## config.mk

```make
export PLATFORM = sky130hd
export DESIGN_NAME = pc_seq_ctrl
export DESIGN_NICKNAME = d
export VERILOG_FILES = /design/src/rtl/pc_seq_ctrl.sv
export SDC_FILE = /design/constraint.sdc
export NUM_CORES = 1
export LEC_CHECK = 0
export ABC_CLOCK_PERIOD_IN_PS = 11500
export CAP_MARGIN = 20
export CORE_UTILIZATION = 45
export CTS_CLUSTER_SIZE = 12
export DETAILED_ROUTE_END_ITERATION = 10
export HOLD_SLACK_MARGIN = 0.06
export PLACE_DENSITY_LB_ADDON = 0.2
export SYNTH_ARGS = -nofsm -noshare
export SYNTH_HDL_FRONTEND = slang
export SYNTH_SLANG_ARGS = --single-unit
```

## constraint.sdc

```tcl
create_clock -name clk -period 11.5 [get_ports clk]
set_input_delay 2.3 -clock clk [delete_from_list [all_inputs] [get_ports clk]]
set_output_delay 2.3 -clock clk [all_outputs]
set_load 0.01 [all_outputs]
```

## src/rtl/pc_seq_ctrl.sv

```systemverilog
// pc_seq_ctrl: multi-cycle program-counter sequencer.
// Owns the PC, fetches instructions over a req/ack handshake, holds each
// instruction for the datapath until it signals completion, then selects
// the next PC (sequential, branch, jump, register jump). Handles halt and
// resume, fetch timeout and misaligned register-jump faults.
//
// Ports:
//   clk, rst          clock, asynchronous active-high reset
//   imem_req/addr     fetch request and address (addr is 0 when idle)
//   imem_ack/rdata    fetch completion and instruction word
//   instr/instr_valid latched instruction, valid throughout EXEC
//   exec_done, stall  datapath completion pulse and hold
//   branch_taken, jump, jr, jr_target   next-PC selection
//   halt, resume      enter/leave HALT
//   pc_out, halted    current PC, high in HALT
//   err               0 none, 1 fetch timeout, 2 misaligned target
//   retired_cnt       retired-instruction counter (wraps)
module pc_seq_ctrl #(
  parameter logic [31:0] RESET_VECTOR  = 32'h0000_0000,
  parameter int unsigned FETCH_TIMEOUT = 16,
  parameter int unsigned CNT_W         = 32
) (
  input  logic             clk,
  input  logic             rst,
  output logic             imem_req,
  output logic [31:0]      imem_addr,
  input  logic             imem_ack,
  input  logic [31:0]      imem_rdata,
  output logic [31:0]      instr,
  output logic             instr_valid,
  input  logic             exec_done,
  input  logic             stall,
  input  logic             branch_taken,
  input  logic             jump,
  input  logic             jr,
  input  logic [31:0]      jr_target,
  input  logic             halt,
  input  logic             resume,
  output logic [31:0]      pc_out,
  output logic             halted,
  output logic [1:0]       err,
  output logic [CNT_W-1:0] retired_cnt
);

  localparam int unsigned TW = $clog2(FETCH_TIMEOUT);

  typedef enum logic [1:0] {
    S_FETCH = 2'd0,
    S_EXEC  = 2'd1,
    S_HALT  = 2'd2
  } state_e;

  state_e           state_q, state_d;
  logic [31:0]      pc_q, pc_d;
  logic [31:0]      instr_q, instr_d;
  logic [1:0]       err_q, err_d;
  logic [CNT_W-1:0] retired_q, retired_d;
  logic [TW-1:0]    tmo_q, tmo_d;
  // Low for the first cycle after reset so the request rises one clock
  // after reset release and any ack still in flight is ignored.
  logic             armed_q;
  // Remembers whether HALT was entered by a halt instruction (resume
  // steps past it) or by a fault (resume retries the same PC).
  logic             by_halt_q, by_halt_d;

  logic [31:0] pc4;
  logic [31:0] br_off;
  logic        req;

  assign pc4    = pc_q + 32'd4;
  assign br_off = {{14{instr_q[15]}}, instr_q[15:0], 2'b00};
  assign req    = armed_q && (state_q == S_FETCH);

  always_ff @(posedge clk or posedge rst) begin
    if (rst) begin
      state_q   <= S_FETCH;
      pc_q      <= RESET_VECTOR;
      instr_q   <= '0;
      err_q     <= '0;
      retired_q <= '0;
      tmo_q     <= '0;
      armed_q   <= 1'b0;
      by_halt_q <= 1'b0;
    end else begin
      state_q   <= state_d;
      pc_q      <= pc_d;
      instr_q   <= instr_d;
      err_q     <= err_d;
      retired_q <= retired_d;
      tmo_q     <= tmo_d;
      armed_q   <= 1'b1;
      by_halt_q <= by_halt_d;
    end
  end

  always_comb begin
    state_d   = state_q;
    pc_d      = pc_q;
    instr_d   = instr_q;
    err_d     = err_q;
    retired_d = retired_q;
    tmo_d     = tmo_q;
    by_halt_d = by_halt_q;

    case (state_q)
      S_FETCH: begin
        if (armed_q) begin
          if (imem_ack) begin
            instr_d = imem_rdata;
            tmo_d   = '0;
            state_d = S_EXEC;
          end else if (tmo_q == TW'(FETCH_TIMEOUT - 1)) begin
            err_d     = 2'd1;
            by_halt_d = 1'b0;
            tmo_d     = '0;
            state_d   = S_HALT;
          end else begin
            tmo_d = tmo_q + TW'(1);
          end
        end
      end

      S_EXEC: begin
        if (exec_done && !stall) begin
          if (halt) begin
            by_halt_d = 1'b1;
            retired_d = retired_q + CNT_W'(1);
            state_d   = S_HALT;
          end else if (jr && (jr_target[1:0] != 2'b00)) begin
            err_d     = 2'd2;
            by_halt_d = 1'b0;
            state_d   = S_HALT;
          end else begin
            if (jr) begin
              pc_d = jr_target;
            end else if (jump) begin
              pc_d = {pc4[31:28], instr_q[25:0], 2'b00};
            end else if (branch_taken) begin
              pc_d = pc4 + br_off;
            end else begin
              pc_d = pc4;
            end
            retired_d = retired_q + CNT_W'(1);
            state_d   = S_FETCH;
          end
        end
      end

      S_HALT: begin
        if (resume) begin
          err_d   = '0;
          state_d = S_FETCH;
          if (by_halt_q) begin
            pc_d = pc4;
          end
        end
      end

      default: state_d = S_FETCH;
    endcase
  end

  assign imem_req    = req;
  assign imem_addr   = req ? pc_q : '0;
  assign instr       = instr_q;
  assign instr_valid = (state_q == S_EXEC);
  assign pc_out      = pc_q;
  assign halted      = (state_q == S_HALT);
  assign err         = err_q;
  assign retired_cnt = retired_q;

endmodule
```

* Word-level counts from Yosys, hierarchy flattened
Cells that the tools add are included.
** Cells by class
- Add/subtract/negate cells :: 4
- Eq/ne operators :: 15
- Muxes and demuxes :: 36
- Reduce and logical (&&, ||, !) cells :: 16
** Operators with widths (number)
- $mux W32 :: 11
- $pmux W32 S2 :: 1
- $add A32 B1 Y32 const B :: 1
- $add A32 B3 Y32 const B :: 1
- $add A32 B32 Y32 :: 1
- $mux W2 :: 13
- $ne A2 B2 Y1 const B :: 6
- $pmux W2 S3 :: 2
- $reduce_and A6 Y1 :: 2
- $mux W4 :: 2
- $ne A2 B1 Y1 const B :: 4
- $reduce_and A8 Y1 :: 1
- $mux W1 :: 6
- $reduce_and A3 Y1 :: 2
- $reduce_bool A2 Y1 :: 3
- $add A4 B1 Y4 const B :: 1
- $eq A4 B4 Y1 const B :: 1
- $reduce_and A4 Y1 :: 1
- $logic_and A1 B1 Y1 :: 3
- $ne A3 B1 Y1 const B :: 1
- $ne A3 B2 Y1 const B :: 1
- $reduce_bool A3 Y1 :: 1
- $eq A2 B1 Y1 const B :: 1
- $eq A2 B2 Y1 const B :: 1
- other kinds (4) :: 4
** Word-level totals
- Register bits after elaboration :: 106
- Logic and storage cells :: 79

* Logic depth before layout (Yosys ltp)
- Depth in word-level cells :: 9
- Depth in mapped cells :: 18

* Least setup slack after synthesis
Ideal clock, no wire load.
- Kind :: input to register
- Start :: input jr
- End :: register retired_q[29], in the netlist retired_cnt[29]
- Setup time :: 0.125 ns
- Arrival :: 4.198 ns
- Required time :: 11.375 ns
- Setup slack :: 7.177 ns
- Stages :: 11
- Path buffers :: 1
- Cells stage by stage :: buf_2 -> o21ai_1 -> o21ai_1 -> nor2_2 -> nand3_1 -> nor3_1 -> nand4_1 -> or2_1 -> nor2_1 -> nand4_1 -> xnor2_1
** On the way
- Longest elaborated chain between the ends :: 3
** Ends and longest elaborated chain
- start: declaration :: RTL line 35 : input logic jr,
- $logic_and A1 B1 Y1 :: RTL line 129 : end else if (jr && (jr_target[1:0] != 2'b00)) begin
- $ne A2 B2 Y1 (no source line)
- $reduce_and A3 Y1 (no source line)
- end signal: assignment :: RTL line 89 : retired_q <= retired_d;
- end: declaration :: RTL line 57 : logic [CNT_W-1:0] retired_q, retired_d;
Every way passes these cells.
A chain may end at the register's enable or synchronous reset.

* Final worst setup path
- Start :: register state_q[0]
- End :: output imem_req
** On the way
- Longest elaborated chain between the ends :: 2
** Ends and longest elaborated chain
- start: declaration :: RTL line 53 : state_e state_q, state_d;
- start signal: assignment :: RTL line 85 : state_q <= state_d;
- $logic_not A2 Y1 :: RTL line 72 : assign req = armed_q && (state_q == S_FETCH);
- $logic_and A1 B1 Y1 :: RTL line 72
- end: declaration :: RTL line 25 : output logic imem_req,
Every way passes these cells.

==> impl_metrics.tcl <==
set metrics [dict create \
    remaining_drc_errors 0 \
    worst_slew_pin_slew_ns 1.02 \
    grt_pass1_wl_um 38700 \
    cp_slowest_cell "ha_1" \
    num_vias 7750 \
    die_y_um 133 \
    post_cts_buffers 0 \
    drive_gt1_frac 0.0727 \
    slew_viol_final 0 \
    p_per_area_nw_per_um2 293 \
    fmax_mhz 184 \
    drt_iter0_markers 689 \
    antennaDiodeCount 0 \
    final_area_um2 10300 \
    crit_top_cell "inv_1" \
    fin_ws_ns 6.07 \
    core_area_um2 16700 \
    die-width_um 133 \
    ant_nets 0 \
    syn_area_um2 7750 \
    synth_warnings 0 \
    rsz0062_at_grt "no" \
    path_clk_slew_ns 0.08 \
    wire_per_inst_um 18.8 \
    setup_tns_ns 0 \
    worstPathCellList "inv_1 -> ha_1 -> nand2_1 -> inv_1 -> clkdlybuf4s50_1" \
    finalCoreUtilization 0.617 \
    synth_edf_count 0 \
    mostFrequentLayoutCells "clkdlybuf4s50_1 (206), dfrtp_1 (106), nand2_1 (105)" \
    vdd_ir_drop_max_mv 0.203 \
    report.final.hold_viol_count 0 \
    cap_violations 0 \
    async_reset_ff_frac 1.00 \
    use_met1 0.398 \
    h-tree-depth 3 \
    status "finished, final reports clean" \
    min_period_ns 5.43 \
    synth_seq_cells 106 \
    rows 47 \
    dr.pass1.iters 5 \
    cpPeakStageDelay_ns 0.84 \
    synthToLayoutAreaGrowth_pct 33.0 \
    synthFlopType "dfrtp_1" \
    via_per_inst 5.93 \
    grt_pass1_vias 6985 \
    crit_path_max_fanout 35 \
    final_nets 1199 \
    cp-end-kind "output port" \
    final_cells 1307 \
    grt_max_degree 56 \
    post_cts_resized 0 \
    grt_busiest_layer "met2" \
    synth_nets 1015 \
    max-slew-margin-rel 0.320 \
    track_usage 0.278 \
    hold_slack_ns 0.491 \
    cts-root-buf "clkbuf_16" \
    netlist_instances 898 \
    fin_crit_sh 0.472 \
    cts_num_sinks 106 \
    total_power_mw 3.02 \
    drt_wl_total_um 24500 \
    gr-usage-met2 0.420 \
    clk_latency_ns 0.36 \
    ys_types 72 \
    ys_seq_area_frac 0.342 \
    holdCritPathClass "reg -> reg" \
    floorplan.initialDensity 0.464 \
    post-place-ws_ns 6.06 \
    use_met3 0.0624 \
    setup_viol 0 \
    fin_skew_ns 0.00923 \
    grt-ovfl-total 0 \
    die-area_um2 17700 \
    startpoint_type "flop" \
    boundaryPins 207 \
    cts_buffers 9 \
    final_common_cell "clkdlybuf4s50_1" \
    arrival_ns 3.13 \
    gp_congestion 0.958 \
    critPathKind "reg -> out" \
    cellLeakagePower_nw 4.33 \
    avgSynthCellArea_um2 8.63 \
    place_area_um2 9990 \
    antenna_found_initial 0 \
    cts_buffer_depth 2 \
    hpwl_um 18200 \
    io_buffers 206 \
    holdBufCountCts 0 \
    dp.cells 1290 \
    worstPathRequired_ns 9.20 \
    cts_tree "done" \
]
==> cell usage after synthesis (all sizes together), types with 15 or more instances <==
cell type  instances  area (um2)
mux2              35         394
o21ai             61         309
nand3             31         160
xnor2             53         464
dfrtp            106        2650
xor2              25         219
and3              39         249
clkbuf            33         124
nand2            105         394
ha                42         526
a21o              15         113
nand4             24         156
nor2              72         280
a21oi             58         290
inv               24        90.1
==> final cells by class <==
class / count / area [um2]
multi-input cells: 726 / 4850
clock buffers: 9 / 225
well taps: 220 / 275
repair buffers: 215 / 2130
flip-flops and latches: 106 / 2650
inverters: 24 / 92.6
clock inverters: 7 / 85.1
fillers: 1494 / 6390
==> path summary, 6_finish.rpt <==
path / slack (ns) / depth (start not counted) / start / to
min in group asynchronous: 2.41 / 2 / rst / retired_cnt[3]
hold reg to reg: 0.49 / 2 / err[0] / err[0]
setup reg to reg: 6.95 / 15 / pc_out[4] / pc_out[30]
hold / removal: 0.49 / 2 / err[0] / err[0]
max in group asynchronous: 7.91 / 3 / rst / instr[11]
setup / recovery: 6.07 / 5 / state_q[0] / imem_req
==> routing by layer <==
layer	share of wire	up-vias
met5	0	-
met4	0.015	0
met3	0.097	24
met2	0.44	420
met1	0.44	3648
li1	-	3658
==> power breakdown <==
part	internal, mW	switching (mW)
Clock	0.155	0.165
Sequential	0.506	0.218
Combinational	0.912	1.06
==> kinds of logic after synthesis <==
logic type,share of synthesized area
AOI/OAI and AO/OA,0.201
muxes,0.0612
other,0.000484
buffers and inverters,0.0325
and+or+nand+nor,0.204
adders and majority gates,0.0704
xor gates and xnor gates,0.0882
DFF,0.342
==> critical path: cells and delay by family, from the launching register on <==
kind | cells | cell delay, ns
simple gates | 1 | 0.57
fa+ha+maj | 1 | 0.84
buf+inv | 3 | 0.94
flops | 1 | 0.41
==> registers in the layout, indices dropped and copies added (netlist names) <==
signal       flops
armed_q          1
by_halt_q        1
err              2
instr           32
pc_out          32
retired_cnt     32
state_q          2
tmo_q            4
Note: power is estimated with default switching activity, not from simulation.
